## src/rtl/operand_forward_unit_if.sv

```systemverilog
// Bundles the ID/EX forwarding-unit signals; master = pipeline side, slave = forwarding unit.
// advance acts as the pipeline-wide enable; there is no per-signal handshake.
interface operand_forward_unit_if #(
    parameter int XLEN    = 32,
    parameter int NUM_SRC = 2,
    parameter int DEPTH   = 3
);
    localparam int SEL_W = $clog2(DEPTH + 1);

    logic                      advance;
    logic                      issue_valid;
    logic [4:0]                issue_rd;
    logic                      issue_we;
    logic                      issue_is_load;
    logic [NUM_SRC*5-1:0]      src_addr;
    logic [NUM_SRC-1:0]        src_used;
    logic [DEPTH*XLEN-1:0]     stage_result;
    logic [NUM_SRC*XLEN-1:0]   rf_data;
    logic [NUM_SRC*SEL_W-1:0]  fwd_sel;
    logic [NUM_SRC*XLEN-1:0]   fwd_data;
    logic                      stall;

    modport master (
        output advance, issue_valid, issue_rd, issue_we, issue_is_load,
        output src_addr, src_used, stage_result, rf_data,
        input  fwd_sel, fwd_data, stall
    );

    modport slave (
        input  advance, issue_valid, issue_rd, issue_we, issue_is_load,
        input  src_addr, src_used, stage_result, rf_data,
        output fwd_sel, fwd_data, stall
    );
endinterface

```

## src/rtl/operand_forward_unit.sv

```systemverilog
// Operand forwarding + load-use hazard unit; optional perf counters under FWD_PERF_CNT_EN.
// Latency: operand select/stall combinational from src_addr; tracking shift register updates 1 cycle after advance.
// Backpressure: advance=0 freezes tracking; stall holds IF/ID and turns the issuing instruction into a bubble.
module operand_forward_unit #(
    parameter int XLEN       = 32,
    parameter int NUM_SRC    = 2,
    parameter int DEPTH      = 3,
    parameter int LOAD_STAGE = 1
) (
    input  logic                  clk,
    input  logic                  rst_n,
    operand_forward_unit_if.slave fwd
`ifdef FWD_PERF_CNT_EN
    ,
    output logic [31:0]           perf_stall_cnt,
    output logic [31:0]           perf_fwd_cnt
`endif
);
    localparam int SEL_W = $clog2(DEPTH + 1);

    typedef struct packed {
        logic       valid;
        logic [4:0] rd;
        logic       we;
        logic       is_load;
    } entry_t;

    entry_t [DEPTH-1:0]        entry_q;
    entry_t                    issue_entry;
    logic [NUM_SRC-1:0]        hazard;
    logic [NUM_SRC*SEL_W-1:0]  sel;
    logic [NUM_SRC*XLEN-1:0]   data;
    logic                      stall;
    logic                      found;
    logic [4:0]                addr;

    // Per source: scan stages youngest-first; the first match decides, older producers are shadowed.
    always_comb begin
        hazard = '0;
        sel    = '0;
        data   = fwd.rf_data;
        found  = 1'b0;
        addr   = '0;
        for (int i = 0; i < NUM_SRC; i++) begin
            found = 1'b0;
            addr  = fwd.src_addr[i*5 +: 5];
            for (int j = 0; j < DEPTH; j++) begin
                if (!found && fwd.src_used[i] && (addr != 5'd0) && entry_q[j].valid &&
                    entry_q[j].we && (entry_q[j].rd == addr)) begin
                    found = 1'b1;
                    if (entry_q[j].is_load && (j < LOAD_STAGE)) begin
                        hazard[i] = 1'b1;
                    end else begin
                        sel[i*SEL_W +: SEL_W] = SEL_W'(j + 1);
                        data[i*XLEN +: XLEN]  = fwd.stage_result[j*XLEN +: XLEN];
                    end
                end
            end
        end
    end

    assign stall        = |hazard;
    assign fwd.stall    = stall;
    assign fwd.fwd_sel  = sel;
    assign fwd.fwd_data = data;

    always_comb begin
        issue_entry         = '0;
        issue_entry.valid   = fwd.issue_valid && !stall;
        issue_entry.rd      = fwd.issue_rd;
        issue_entry.we      = fwd.issue_we;
        issue_entry.is_load = fwd.issue_is_load;
        if (!issue_entry.valid) begin
            issue_entry = '0;
        end
    end

    always_ff @(posedge clk or negedge rst_n) begin
        if (!rst_n) begin
            entry_q <= '0;
        end else if (fwd.advance) begin
            for (int j = 1; j < DEPTH; j++) begin
                entry_q[j] <= entry_q[j-1];
            end
            entry_q[0] <= issue_entry;
        end
    end

`ifdef FWD_PERF_CNT_EN
    logic [31:0] fwd_hits;

    always_comb begin
        fwd_hits = '0;
        for (int i = 0; i < NUM_SRC; i++) begin
            if (sel[i*SEL_W +: SEL_W] != '0) begin
                fwd_hits = fwd_hits + 32'd1;
            end
        end
    end

    always_ff @(posedge clk or negedge rst_n) begin
        if (!rst_n) begin
            perf_stall_cnt <= '0;
            perf_fwd_cnt   <= '0;
        end else if (fwd.advance) begin
            if (stall) begin
                perf_stall_cnt <= perf_stall_cnt + 32'd1;
            end
            perf_fwd_cnt <= perf_fwd_cnt + fwd_hits;
        end
    end
`endif
endmodule

```

## src/flat_wrapper.sv

```systemverilog
// flat-port wrapper written by rule: the top's interface ports become plain ports
module operand_forward_unit_flat 
#(
    parameter int XLEN       = 32,
    parameter int NUM_SRC    = 2,
    parameter int DEPTH      = 3,
    parameter int LOAD_STAGE = 1
)
  (clk, rst_n, fwd_advance, fwd_issue_valid, fwd_issue_rd, fwd_issue_we, fwd_issue_is_load, fwd_src_addr, fwd_src_used, fwd_stage_result, fwd_rf_data, fwd_fwd_sel, fwd_fwd_data, fwd_stall);
  operand_forward_unit_if #(.XLEN(XLEN), .NUM_SRC(NUM_SRC), .DEPTH(DEPTH)) fwd_i ();
  input  logic clk;
  input  logic rst_n;
  input wire logic [$bits(fwd_i.advance)-1:0] fwd_advance;
  input wire logic [$bits(fwd_i.issue_valid)-1:0] fwd_issue_valid;
  input wire logic [$bits(fwd_i.issue_rd)-1:0] fwd_issue_rd;
  input wire logic [$bits(fwd_i.issue_we)-1:0] fwd_issue_we;
  input wire logic [$bits(fwd_i.issue_is_load)-1:0] fwd_issue_is_load;
  input wire logic [$bits(fwd_i.src_addr)-1:0] fwd_src_addr;
  input wire logic [$bits(fwd_i.src_used)-1:0] fwd_src_used;
  input wire logic [$bits(fwd_i.stage_result)-1:0] fwd_stage_result;
  input wire logic [$bits(fwd_i.rf_data)-1:0] fwd_rf_data;
  output wire logic [$bits(fwd_i.fwd_sel)-1:0] fwd_fwd_sel;
  output wire logic [$bits(fwd_i.fwd_data)-1:0] fwd_fwd_data;
  output wire logic [$bits(fwd_i.stall)-1:0] fwd_stall;
  assign fwd_i.advance = fwd_advance;
  assign fwd_i.issue_valid = fwd_issue_valid;
  assign fwd_i.issue_rd = fwd_issue_rd;
  assign fwd_i.issue_we = fwd_issue_we;
  assign fwd_i.issue_is_load = fwd_issue_is_load;
  assign fwd_i.src_addr = fwd_src_addr;
  assign fwd_i.src_used = fwd_src_used;
  assign fwd_i.stage_result = fwd_stage_result;
  assign fwd_i.rf_data = fwd_rf_data;
  assign fwd_fwd_sel = fwd_i.fwd_sel;
  assign fwd_fwd_data = fwd_i.fwd_data;
  assign fwd_stall = fwd_i.stall;
  operand_forward_unit #(.XLEN(XLEN), .NUM_SRC(NUM_SRC), .DEPTH(DEPTH), .LOAD_STAGE(LOAD_STAGE)) u_core (.clk(clk), .rst_n(rst_n), .fwd(fwd_i));
endmodule
```

## config.mk

```make
export PLATFORM = sky130hd
export DESIGN_NAME = operand_forward_unit_flat
export DESIGN_NICKNAME = d
export VERILOG_FILES = /design/src/rtl/operand_forward_unit_if.sv /design/src/rtl/operand_forward_unit.sv /design/src/flat_wrapper.sv
export SDC_FILE = /design/constraint.sdc
export NUM_CORES = 1
export LEC_CHECK = 0
export BUFFER_PORTS_ARGS = -buffer_cell sky130_fd_sc_hd__buf_2
export CAP_MARGIN = 10
export CORE_MARGIN = 2
export CORE_UTILIZATION = 40
export DETAILED_ROUTE_END_ITERATION = 16
export HOLD_SLACK_MARGIN = 0.15
export MAX_ROUTING_LAYER = met4
export PLACE_DENSITY = 0.9
export SLEW_MARGIN = 30
export SYNTH_ARGS = -nofsm -noshare
export SYNTH_HDL_FRONTEND = slang
export SYNTH_SLANG_ARGS = --single-unit
```

## constraint.sdc

```tcl
create_clock -name clk -period 4.1 [get_ports clk]
set_clock_uncertainty 0.15 [all_clocks]
set_input_delay 1.23 -clock clk [delete_from_list [all_inputs] [get_ports clk]]
set_output_delay 1.23 -clock clk [all_outputs]
set_load 0.005 [all_outputs]
```

-- Word level (Yosys, flattened, before mapping)
Index checks and enable logic that the tools add are counted.
- output and inout bits: 69
- logic and storage cells: 76
- bits of input ports: 183
- register bits: 22
- mux-type cells: 23
- equal/unequal tests: 6
- reduce and logical (&&, ||, !) cells: 37
- operator list (kind ; number):
    2-to-1 mux 32 bit ; 8
    == test 5 bit ; 6
    logical AND 1 bit ; 29
    2-to-1 mux 2 bit ; 5
    nonzero test 5 bit ; 2
    2-to-1 mux 1 bit ; 9
    2-to-1 mux 8 bit ; 1
    zero test 1 bit ; 5
    OR reduction 2 bit ; 1

-- Longest topological paths before layout
- word-level depth: 20
- gate-level depth with buffers: 7
- gate-level depth less buffers: 5

-- Least setup slack after synthesis
Ideal clock, no wire load.
- kind: input -> output
- start point: input fwd_src_addr[1]
- end point: output fwd_fwd_data[10]
- required time: 2720 ps
- arrival: 2716 ps
- stages on the path: 7
- slack: 4 ps
- path through: or4_4 > o21ai_4 > o21bai_4 > nor2b_1 > buf_6 > buf_6 > a221oi_2
- longest elaborated chain between the ends: 20
- elaborated cells on any way between the ends: 25
- RTL lines (element ; RTL line ; text):
    start, declared ; flat_wrapper.sv:18 ; input wire logic [$bits(fwd_i.src_addr)-1:0] fwd_src_addr;
    nonzero test 5 bit ; operand_forward_unit.sv:48 ; if (!found && fwd.src_used[i] && (addr != 5'd0) && entry_q[j].valid &&
    logical AND 1 bit (3 in series) ; operand_forward_unit.sv:48 ;
    logical AND 1 bit ; operand_forward_unit.sv:49 ; entry_q[j].we && (entry_q[j].rd == addr)) begin
    2-to-1 mux 1 bit ; operand_forward_unit.sv:48 ;
    zero test 1 bit ; operand_forward_unit.sv:48 ;
    logical AND 1 bit (4 in series) ; operand_forward_unit.sv:48 ;
    logical AND 1 bit ; operand_forward_unit.sv:49 ;
    2-to-1 mux 1 bit ; operand_forward_unit.sv:48 ;
    zero test 1 bit ; operand_forward_unit.sv:48 ;
    logical AND 1 bit (4 in series) ; operand_forward_unit.sv:48 ;
    logical AND 1 bit ; operand_forward_unit.sv:49 ;
    2-to-1 mux 32 bit * ; operand_forward_unit.sv:48 ;
    end, declared ; flat_wrapper.sv:23 ; output wire logic [$bits(fwd_i.fwd_data)-1:0] fwd_fwd_data;
Every way passes the cells marked *; elsewhere a longest branch is shown, timed or not.

-- Final worst setup path
- start point: input fwd_src_addr[3]
- end point: output fwd_fwd_data[12]
Same word-level chain as after synthesis.

==> run_results.csv <==
group,metric,value,unit
final_layout,antennaDiodeCount,0,
yosys,syn_nets,573,
clock_network,path_clk_slew,0.08,ns
detailed_routing,viasPerCell,5.94,
clock_network,htreeDepth,1,
detailed_routing,drt_iter0_drc,211,
power,p_per_area,149,mW/mm²
setup_path,critical_path.top_delay_family,"buffers and inverters",
setup_path,end_kind,"output pin",
timing,max-slew-margin-rel,59.9,%
yosys,synth.area.mux_share,21.9,%
clock_network,clock_latency,0.27,ns
yosys,avgSynthCellArea,9.35,µm²
detailed_routing,routedWlPerCell,22.6,µm
timing,finalHoldViolations,0,
timing,slew_violations,0,
yosys,synth.yosys.seq_area_share,15.1,%
die,die_h,99.5,µm
clock_network,cts_tree,"yes",
yosys,yosys.area.top_type_share,23.9,%
final_layout,reg_top3,"u_core.entry_q x22",
grt,grt_pass1_vias,5031,
die,start_util,41.6,%
grt,grt_overflow,0,
grt,use_met1,37.1,%
timing,layout_min_cycle_time,4.53,ns
final_layout,final_nets,881,
final_layout,layout-area-overhead-vs-synth,80.1,%
placed_design,dp_hpwl,12.0,mm
timing,worst_slack,-0.430,ns
yosys,ys_seq_elements,22,
detailed_routing,ant_nets,0,
grt,antenna_found_initial,0,
yosys,yosysMostFrequentCell,"nor3_1",
setup_path,max_stage_delay,0.35,ns
die,rows,34,
yosys,ys_types,33,
die,coreArea,0.00876,mm²
setup_path,arrival,3.15,ns
yosys,ys_dominant_reg_cell,"dfrtp_1",
yosys,synth_top_family_by_area,"compound AO/OA/AOI/OAI gates",
worst_hold_path,hold_path_class,"flip-flop to flip-flop",
setup_path,critical_path_class,"input port to output pin",
setup_path,crit_chain,"buf_12 -> xor2_4 -> nor4_4 -> buf_4 -> buf_6 -> and2_4 -> o21bai_4 -> buf_6 -> buf_12 -> a221oi_4 -> buf_2",
status,outcome,"finished with violations",
setup_path,critPathLaunchType,"input port",
final_layout,postLayoutCellArea,0.00657,mm²
timing,worstMarginPinSlew,0.602,ns
placed_design,dp_cells,767,
run,maxCapViolCount,0,
timing,period_share,110,%
timing,rsz0062_at_grt,"true",
timing,setup_violations,68,
final_layout,instances_no_fill,805,
final_layout,registers.top_by_ff_count,"u_core.entry_q",
detailed_routing,vias,4781,
status,violations,"negative setup slack",
final_layout,utilization,74.9,%
yosys,synth_area_leaders,"a221oi_2 (24%), mux2i_1 (18%), dfrtp_1 (15%), nor3_1 (9.1%), xnor2_1 (4.8%)",
yosys,async_reset_ff_share,100,%
clock_network,holdBufCountCts,0,
yosys,synth_edf_count,0,
grt,grt_util_met3,3.44,%
yosys,synthCells,390,
power,vdd_ir_drop_max,375,µV
placed_design,dpl_cell_area,0.00536,mm²
final_layout,largest_reg_flops,22,
grt,use_met2,60.8,%
clock_network,clockBufferDepth,2,
detailed_routing,first_pass_iters,5,
clock_network,cts_inserted_buffers,3,
die,die_area,0.00989,mm²
timing,fmax,221,MHz
grt,grtUsageTotal,33.4,%
setup_path,cp_max_fo,6,
detailed_routing,route.detailed.drc,0,
final_layout,drive_gt1_share,68.1,%
power,leakagePower,0.00282,µW
placed_design,place_congestion,0.972,
yosys,ys_warn_count,0,
die,die_w,99.5,µm
yosys,synth_common_cells,"nor3_1 (66), mux2i_1 (64), a221oi_2 (58)",
setup_path,crit_buf_inv,6,
yosys,synth-xor-area-share,7.21,%
yosys,synth_compound_area_share,29.9,%
setup_path,cp.required,2.72,ns
grt,grt_max_degree,31,
yosys,syn-cell-area,0.00364,mm²
clock_network,cts.sinks,22,
grt,grt_pass1_wl,25.7,mm
setup_path,critical_path.slowest_cell,"nor4_4",
yosys,synthSimpleGateAreaFrac,15.4,%
timing,fin_tns_setup,-21.69,ns
placed_design,port_buffers,251,
die,num_io_pins,252,
clock_network,clockRootBuffer,"clkbuf_8",
detailed_routing,wirelength,18.2,mm
yosys,synth_fa_ha_area_share,0,%
yosys,synth_top_cell_by_area,"a221oi_2",
grt,grt.busiest_layer,"met2",
==> worst paths after layout <==
| check | to | cells past startpoint | slack, ns | start |
|---|---|---|---|---|
| max | fwd_fwd_data[12] | 11 | -0.43 | fwd_src_addr[3] |
| min reg2reg | u_core.entry_q[9]$_DFFE_PN0P_ | 1 | 0.42 | u_core.entry_q[1]$_DFFE_PN0P_ |
| min | u_core.entry_q[9]$_DFFE_PN0P_ | 1 | 0.42 | u_core.entry_q[1]$_DFFE_PN0P_ |
| max in group asynchronous | u_core.entry_q[23]$_DFFE_PN0P_ | 1 | 2.71 | rst_n |
| min in group asynchronous | u_core.entry_q[1]$_DFFE_PN0P_ | 1 | 0.76 | rst_n |
| max reg2reg | u_core.entry_q[0]$_DFFE_PN0P_ | 7 | 2.13 | u_core.entry_q[4]$_DFFE_PN0P_ |
==> layout by cell type (no fill, tap or decap), drive strengths merged, types with 4 or more instances in the layout <==
cell	count
o22ai	8
mux2	14
dfrtp	22
inv	42
o21bai	4
buf	335
nand4	4
clkbuf	6
mux2i	64
nand3	9
nor3	66
nor2b	4
xor2	10
nor4	4
nand2	6
a221oi	64
xnor2	20
==> worst reg2reg max path, stage by stage (launching register included) <==
cell and delay [ns]:
dfrtp_1 0.46, xnor2_1 0.22, nand4_2 0.20, buf_4 0.20
nor3_1 0.12, o21a_1 0.19, buf_4 0.18, o22ai_1 0.11
==> power by group <==
group          internal (µW)  total (µW)  switching, µW
Clock                    131         210           78.7
Combinational            255         483            229
Sequential               242         282           39.9
Total                    627         975            347
==> routing by layer <==
metal | share of wire [%] | vias to the layer above
met5 | 0 | -
met4 | 3.7 | 0
met3 | 6.1 | 69
met2 | 54 | 278
met1 | 36 | 2305
li1 | - | 2129
==> area by class of cell <==
cell class	instances	area (µm²)
Clock buffer	3	41.3
Clock inverter	1	30.0
Fill cell	574	2200
Inverter	42	160
Multi-Input combinational cell	291	3180
Sequential cell	22	551
Tap cell	108	135
Timing Repair Buffer	338	2460
==> timing repair <==
item	in CTS	in global routing
cloned	9	3
gates resized for setup	105	38
setup endpoints to repair	68	68
pin swaps	49	28
setup buffers	21	5
hold endpoints to repair	0	0
==> cell families (layout without fill, tap and decap cells) <==
group | after synthesis | after routing
simple gates | 100 | 102
flops | 22 | 22
buf+inv | 79 | 384
mux | 78 | 78
xor+xnor | 30 | 30
compound gates | 81 | 81
==> per-stage QoR <==
stage / total power (µW) / setup WS [ns] / hold slack, ns
finish: 975 / -0.430 / 0.420
floorplan: 461 / 0.00449 / 0.344
global placement: 650 / -0.452 / 0.371
detailed placement: 667 / -0.460 / 0.378
global route: 1010 / -0.463 / 0.433
CTS: 917 / -0.338 / 0.403
Power figures use the tool's default switching activity.
